## src/rtl/qos_packet_scheduler.sv

```systemverilog
// qos_packet_scheduler: packet-level QoS arbiter with round-robin tie-break onto one stream sink.
// Optional build macro QOS_AGING_EN adds per-stream starvation age counters.
`default_nettype none

module qos_packet_scheduler #(
    parameter int STREAM_COUNT = 4,
    parameter int T_DATA_WIDTH = 8,
    parameter int T_QOS_WIDTH  = 4,
    parameter int AGE_LIMIT    = 8
) (
    input  logic                                   clk,
    input  logic                                   nrst,
    input  logic [STREAM_COUNT-1:0]                s_valid_i,
    input  logic [STREAM_COUNT*T_DATA_WIDTH-1:0]   s_data_i,
    input  logic [STREAM_COUNT*T_QOS_WIDTH-1:0]    s_qos_i,
    input  logic [STREAM_COUNT-1:0]                s_last_i,
    output logic [STREAM_COUNT-1:0]                s_ready_o,
    output logic                                   m_valid_o,
    output logic [T_DATA_WIDTH-1:0]                m_data_o,
    output logic [T_QOS_WIDTH-1:0]                 m_qos_o,
    output logic [$clog2(STREAM_COUNT)-1:0]        m_id_o,
    output logic                                   m_last_o,
    input  logic                                   m_ready_i
);

    localparam int IDW = $clog2(STREAM_COUNT);

    typedef enum logic [0:0] {
        IDLE = 1'b0,
        BUSY = 1'b1
    } state_t;

    state_t                 state;
    state_t                 next_state;
    logic [IDW-1:0]         grant;
    logic [IDW-1:0]         ptr;
    logic [IDW-1:0]         winner;
    logic [T_QOS_WIDTH:0]   best_qos;
    logic                   found;
    logic                   arbitrate;

`ifdef QOS_AGING_EN
    localparam int AW = $clog2(AGE_LIMIT + 1);
    logic [AW-1:0] age [STREAM_COUNT];
`endif

    assign arbitrate = (state == IDLE) && (|s_valid_i);

    // Scan in round-robin order from ptr+1; a strict '>' keeps the earliest tied stream.
    always_comb begin
        int                   cand;
        logic [T_QOS_WIDTH:0] eff;
        cand     = 0;
        eff      = '0;
        best_qos = '0;
        winner   = ptr;
        found    = 1'b0;
        for (int i = 0; i < STREAM_COUNT; i++) begin
            cand = int'(ptr) + 1 + i;
            if (cand >= STREAM_COUNT) begin
                cand = cand - STREAM_COUNT;
            end
            eff = {1'b0, s_qos_i[cand*T_QOS_WIDTH +: T_QOS_WIDTH]};
`ifdef QOS_AGING_EN
            if (age[cand] == AW'(AGE_LIMIT)) begin
                eff = {1'b1, {T_QOS_WIDTH{1'b0}}};
            end
`endif
            if (s_valid_i[cand] && (!found || (eff > best_qos))) begin
                found    = 1'b1;
                best_qos = eff;
                winner   = IDW'(cand);
            end
        end
    end

    always_ff @(posedge clk or negedge nrst) begin
        if (!nrst) begin
            state <= IDLE;
        end else begin
            state <= next_state;
        end
    end

    always_comb begin
        next_state = state;
        s_ready_o  = '0;
        m_valid_o  = 1'b0;
        m_data_o   = '0;
        m_last_o   = 1'b0;
        case (state)
            IDLE: begin
                if (|s_valid_i) begin
                    next_state = BUSY;
                end
            end
            BUSY: begin
                m_valid_o        = s_valid_i[grant];
                m_data_o         = s_data_i[grant*T_DATA_WIDTH +: T_DATA_WIDTH];
                m_last_o         = s_last_i[grant];
                s_ready_o[grant] = m_ready_i;
                if (s_valid_i[grant] && m_ready_i && s_last_i[grant]) begin
                    next_state = IDLE;
                end
            end
            default: next_state = IDLE;
        endcase
    end

    always_ff @(posedge clk or negedge nrst) begin
        if (!nrst) begin
            grant   <= '0;
            ptr     <= '0;
            m_id_o  <= '0;
            m_qos_o <= '0;
        end else begin
            if (arbitrate) begin
                grant   <= winner;
                m_id_o  <= winner;
                m_qos_o <= s_qos_i[winner*T_QOS_WIDTH +: T_QOS_WIDTH];
            end
            if ((state == BUSY) && (next_state == IDLE)) begin
                ptr <= grant;
            end
        end
    end

`ifdef QOS_AGING_EN
    // Losers of an arbitration age by one (saturating); the winner restarts at zero.
    always_ff @(posedge clk or negedge nrst) begin
        if (!nrst) begin
            for (int k = 0; k < STREAM_COUNT; k++) begin
                age[k] <= '0;
            end
        end else if (arbitrate) begin
            for (int k = 0; k < STREAM_COUNT; k++) begin
                if (IDW'(k) == winner) begin
                    age[k] <= '0;
                end else if (s_valid_i[k] && (age[k] != AW'(AGE_LIMIT))) begin
                    age[k] <= age[k] + AW'(1);
                end
            end
        end
    end
`endif

endmodule

`default_nettype wire

```

## config.mk

```make
export PLATFORM = sky130hd
export DESIGN_NAME = qos_packet_scheduler
export DESIGN_NICKNAME = d
export VERILOG_FILES = /design/src/rtl/qos_packet_scheduler.sv
export SDC_FILE = /design/constraint.sdc
export NUM_CORES = 1
export LEC_CHECK = 0
export CAP_MARGIN = 0
export CORE_ASPECT_RATIO = 1.75
export CORE_MARGIN = 2
export CORE_UTILIZATION = 40
export DETAILED_ROUTE_END_ITERATION = 10
export HOLD_SLACK_MARGIN = 0.02
export PLACE_DENSITY = 0.73
export RECOVER_POWER = 25
export SYNTH_ARGS = -nofsm -noshare
export SYNTH_HDL_FRONTEND = slang
export SYNTH_SLANG_ARGS = --single-unit
```

## constraint.sdc

```tcl
create_clock -name clk -period 7.3 [get_ports clk]
set_input_delay 2.19 -clock clk [delete_from_list [all_inputs] [get_ports clk]]
set_output_delay 2.19 -clock clk [all_outputs]
set_load 0.01 [all_outputs]
```

==> flow_summary_export.csv, run 1 <==
group,metric,value,unit
synthesis,netlist_area,2260,sq um
critical_path,r2r_start,"ptr[1]",
floorplan,die_area,6290,sq um
critical_path,reg2reg_slack,0.44,ns
critical_path,critPathArrivalTime,7.33,ns
detailed_routing,drtIter0Drc,144,
global_route,overflow,0,
min_path,hold_depth,2,
flow_run,maxCapViolCount,0,
place,post-dp-hpwl,5.87,mm
clocking,clkSinkCount,9,
critical_path,rr_endpoint,"m_qos_o[3]",
clocking,clk_pin_slew,0.04,ns
floorplan,rows,36,
critical_path,cp.buffers_inverters,4,
sta,maxSlewViolCount,0,
sta,fin_crit_sh,0.991,
min_path,whs_endpoint,"m_qos_o[2]",
cells_and_area,area_growth,75.4,%
floorplan,initial_core_util,0.411,
clocking,worstSkewPairLatency,0.24,ns
global_route,antenna_found_initial,0,
min_path,hold_start,"m_qos_o[2]",
detailed_routing,vias,2869,
detailed_routing,wirelength,8.78,mm
critical_path,slowest_stage,"mux2_4",
synthesis,ys.flop_type,"dfrtp_1",
critical_path,worst-r2r-cell-count,31,
floorplan,num_io_pins,79,
synthesis,avgSynthCellArea,7.99,sq um
sta,fin_skew,0.00394,ns
floorplan,dieWidth,60.8,um
sta,worstMarginPinSlew,0.747,ns
synthesis,yosys_warnings,0,
detailed_routing,final_antenna_net_count,0,
global_route,grt_pass1_vias,2811,
cells_and_area,mostFrequentLayoutCell,"buf_4",
critical_path,critPathMaxStageDelay,0.34,ns
detailed_routing,drt_first_pass_iters,4,
clocking,clockBufferDepth,2,
place,placedCellCount,454,
synthesis,synth_edf_count,0,
sta,max_freq,138,MHz
critical_path,critPathKind,"in -> reg",
global_route,grt_pass1_wl,12.4,mm
cells_and_area,final_cells,496,
cells_and_area,diodes,0,
detailed_routing,drt-vias-per-instance,5.78,
global_route,grt_max_degree,49,
critical_path,startpoint,"s_valid_i[1]",
sta,setup_violations,0,
detailed_routing,drc,0,
clocking,htree_num_levels,1,
floorplan,die_h,103,um
floorplan,core_region_area,5500,sq um
synthesis,syn_inst,283,
clocking,root_buffer,"clkbuf_8",
synthesis,synthDistinctLibCells,50,
sta,period_needed,7.23,ns
clocking,cts_hold_buf,0,
clocking,cts_buffers,3,
detailed_routing,wl_per_cell,17.7,um
status,status,"complete, no violations",
place,gp_congestion,1.03,
critical_path,start_kind,"input pin",
sta,slew_headroom,0.497,
cells_and_area,drive_above_1_share,0.374,
critical_path,cp_top_family,"compound AO/OA/AOI/OAI gates",
sta,timing.final.hold_violations,0,
critical_path,path_max_fanout,5,
critical_path,required,7.40,ns
synthesis,ys_ff_latch,9,
synthesis,yosysSeqAreaShare,0.0996,
clocking,cts_tree,"yes",
synthesis,async_reset_ff_frac,1.00,
critical_path,cp-end-kind,"flop",
global_route,grt_usage,0.259,
place,portBuffers,78,
min_path,hold_path_class,"reg -> reg",
cells_and_area,final_nets,498,
cells_and_area,mostFrequentLayoutCells,"buf_4 (73), clkdlybuf4s50_1 (57), nand2_1 (46)",
synthesis,syn_nets,360,
==> timing repair <==
action | CTS | global route
gates resized for setup | 35 | 48
setup endpoints to repair | 6 | 6
pin swaps | 24 | 33
gates cloned | 0 | 0
buffers inserted | 29 | 10
==> routing by layer <==
metal | wire length [um] | track usage | share of wire
met5 | 0 | 0 | 0
met4 | 500 | 0.169 | 0.057
met1 | 3000 | 0.246 | 0.34
met3 | 626 | 0.0199 | 0.071
met2 | 4650 | 0.501 | 0.53
==> cells in the mapped netlist, types with 4 or more instances <==
library cell,instances,share of area
nand2_1,49,0.081
ha_1,18,0.10
nor2_1,17,0.028
mux2i_1,16,0.071
and2_1,15,0.042
mux4_2,14,0.14
inv_1,13,0.022
a211oi_1,12,0.040
a21oi_1,12,0.027
buf_2,10,0.022
dfrtp_1,9,0.10
mux2_2,9,0.045
o21ai_0,8,0.018
nand3_1,7,0.015
clkbuf_1,6,0.010
a311oi_1,5,0.019
a21o_1,4,0.013
nor3_1,4,0.0089
o21ai_1,4,0.0089
o221ai_1,4,0.015
==> sequential cells by signal (all words and copies together) (netlist names) <==
signal and count:
state 1, m_qos_o 4, m_id_o 2, ptr 2
==> logic make-up after synthesis <==
kind of cell	Yosys count	synth area share
adder cells (fa/ha/maj)	18	0.0996
AND/OR/NAND/NOR	109	0.232
AO/OA/AOI/OAI	71	0.232
multiplexers	39	0.255
XOR/XNOR	2	0.00775
buffers and inverters	35	0.0736
flip-flops	9	0.0996
==> how the worst max path moves through the flow <==
stage / end / cells after the start
5_1_grt: m_qos_o[3] / 29
4_1_cts: m_qos_o[3] / 30
6_report: m_qos_o[3] / 29
2_1_floorplan: m_qos_o[2] / 26
3_5_place_dp: m_qos_o[0] / 26
3_3_place_gp: m_qos_o[2] / 26
==> worst min-delay path, delay by kind of cell, from the launching register on <==
kind	cells	cell delay, ns
AOI/OAI and AO/OA	1	0.06
DFF	1	0.34
and+or+nand+nor	1	0.05
==> metrics by stage <==
step           setup WS (ns)  hold WS, ns  utilization  area [sq um]  setup TNS (ns)
6_report              0.0663        0.486        0.722          3970               0
5_1_grt               -0.111        0.529        0.722          3970          -0.441
4_1_cts             0.000577        0.491        0.686          3770               0
3_5_place_dp          -0.764        0.479        0.604          3320           -4.32
3_3_place_gp          -0.586        0.476        0.604          3320           -3.22
2_1_floorplan         0.0151        0.524            -          2270               0
==> layout make-up <==
class	count	area, sq um
Timing Repair Buffer	155	1390
Tap cell	76	95.1
Sequential cell	9	225
Clock buffer	4	45.0
Fill cell	387	1530
Multi-Input combinational cell	239	2160
Inverter	13	48.8
Power of run 1 is not shown: default switching activity piles up to over one toggle a cycle in this logic, so the estimate is an artifact.
==> run 2, diff against run 1 <==
--- a/config.mk
+++ b/config.mk
@@ -5,9 +5,8 @@
 export SDC_FILE = /design/constraint.sdc
 export NUM_CORES = 1
 export LEC_CHECK = 0
-export CAP_MARGIN = 0
+export CAP_MARGIN = 20
 export CORE_ASPECT_RATIO = 1.75
-export CORE_MARGIN = 2
 export CORE_UTILIZATION = 40
 export DETAILED_ROUTE_END_ITERATION = 10
 export HOLD_SLACK_MARGIN = 0.02
==> run 2 against run 1 <==
  * Cell area is 0.63% lower
  * Utilization is 1.6 points higher
  * Largest cell class unchanged
  * Via count is 2.2% lower
  * First-iteration DRC count is 38% lower
  * Non-clock buffer count is 15 lower
  * Clock skew is 0.0018 ns lower
  * Setup slack worse by 0.0090 ns
  * Sequential share of layout area hardly changed
  * Die area is 5.2% lower
==> flow_summary_export.csv, run 2 (synthesized netlist as in run 1, its figures left out) <==
group,metric,value,unit
global_route,antenna_found_initial,0,
place,pre_cts_slack,-0.869,ns
sta,worstMarginPinSlew,0.748,ns
sta,max_freq,138,MHz
global_route,grt_pass1_wl,12.8,mm
cells_and_area,area_growth,74.3,%
clocking,worstSkewPairLatency,0.23,ns
sta,period_needed,7.24,ns
min_path,hold_depth,2,
detailed_routing,wl_per_cell,17.6,um
sta,layout_setup_ws,0.0574,ns
clocking,htree_num_levels,1,
sta,fin_skew,0.00215,ns
detailed_routing,drt_first_pass_iters,4,
global_route,grt_usage,0.277,
floorplan,die_area,5970,sq um
cells_and_area,largest_reg_flops,4,
floorplan,num_io_pins,79,
clocking,root_buffer,"clkbuf_8",
cells_and_area,final_nets,483,
cells_and_area,top_regs,"m_qos_o x4, m_id_o x2, ptr x2",
critical_path,worst-r2r-cell-count,29,
sta,slew_headroom,0.501,
critical_path,path_max_fanout,5,
min_path,hold_path_class,"reg -> reg",
sta,timing.final.hold_violations,0,
clocking,cts_tree,"yes",
critical_path,cp-end-kind,"flop",
clocking,clockBufferDepth,2,
clocking,clk_pin_slew,0.04,ns
clocking,clkSinkCount,9,
critical_path,critPathArrivalTime,7.38,ns
floorplan,core_region_area,5340,sq um
sta,maxSlewViolCount,0,
critical_path,start_kind,"input pin",
global_route,grt_pass1_vias,2749,
cells_and_area,diodes,0,
cells_and_area,largest_register,"m_qos_o",
detailed_routing,vias,2805,
detailed_routing,drc,0,
floorplan,rows,35,
detailed_routing,wirelength,8.43,mm
detailed_routing,drt-vias-per-instance,5.86,
flow_run,maxCapViolCount,0,
sta,rsz0062_at_grt,"yes",
place,gp_congestion,0.884,
global_route,grt_max_degree,49,
critical_path,critPathKind,"in -> reg",
cells_and_area,drive_above_1_share,0.378,
floorplan,die_h,101,um
floorplan,initial_core_util,0.423,
clocking,cts_buffers,3,
global_route,overflow,0,
detailed_routing,final_antenna_net_count,0,
place,portBuffers,78,
critical_path,required,7.44,ns
detailed_routing,drtIter0Drc,89,
place,post-dp-hpwl,5.95,mm
sta,setup_violations,0,
floorplan,dieWidth,58.8,um
sta,fin_crit_sh,0.992,
cells_and_area,mostFrequentLayoutCell,"buf_4",
status,status,"complete, no violations",
cells_and_area,mostFrequentLayoutCells,"buf_4 (58), clkdlybuf4s50_1 (57), nand2_1 (45)",
==> run 2: changes by cell type in the layout (fill, tap and decap cells not counted), sizes merged <==
cell,previous run,this run
clkbuf,8,5
dlymetal6s2s,16,15
buf,77,66
==> run 2: routing by layer <==
metal	GRT usage	wire, um	vias to the layer above
li1	-	-	1298
met3	0.0421	576	25
met4	0.130	293	0
met2	0.537	4710	140
met1	0.276	2850	1342
met5	0	0	-
==> run 2: worst paths after layout <==
check / end / startpoint / slack (ns)
min: m_qos_o[2] / m_qos_o[2] / 0.49
min reg2reg: m_qos_o[2] / m_qos_o[2] / 0.49
min in group asynchronous: ptr[1] / nrst / 2.33
max: m_qos_o[1] / s_valid_i[3] / 0.06
max reg2reg: m_qos_o[1] / ptr[1] / 0.86
max in group asynchronous: m_qos_o[2] / nrst / 4.69
==> run 2: worst max-delay path: stages <==
cell and delay [ns]:
buf_8 0.08, mux2i_4 0.06, mux2i_2 0.24, a21boi_4 0.32
nand3_2 0.15, ha_4 0.25, and3_4 0.18, a221oi_4 0.30
o21ai_2 0.12, nand2_2 0.15, mux2_4 0.35, ha_4 0.22
buf_4 0.13, and4_1 0.19, o221ai_2 0.21, nand2_2 0.16
nand2_2 0.14, o21ai_2 0.07, ha_1 0.32, nor2b_1 0.13
o211ai_1 0.20, a21oi_2 0.11, buf_4 0.16, o32ai_4 0.27
o211ai_1 0.24, a21o_4 0.28, o221ai_1 0.17
==> run 2: per-stage QoR <==
stage	setup TNS (ns)	utilization	instance area (sq um)	instances	hold slack, ns
3_3_place_gp	-3.47	0.621	3320	452	0.475
6_report	0	0.737	3940	479	0.486
4_1_cts	-0.0110	0.693	3700	474	0.496
2_1_floorplan	0	-	2270	283	0.524
5_1_grt	-0.448	0.737	3940	479	0.522
3_5_place_dp	-4.73	0.621	3320	452	0.480
==> run 2: area by class of cell <==
| class | instances | area (sq um) |
|---|---|---|
| fillers | 400 | 1400 |
| flip-flops and latches | 9 | 225 |
| inverters | 13 | 48.8 |
| well taps | 74 | 92.6 |
| multi-input cells | 239 | 2220 |
| clock buffers | 4 | 45.0 |
| repair buffers | 140 | 1310 |
==> run 2: timing repair <==
item	in CTS	in global routing
setup endpoints to repair	6	6
setup buffers	18	6
gates resized for setup	37	63
pin swaps	19	23
hold buffers	0	0
Power of run 2 is left out for the same reason.
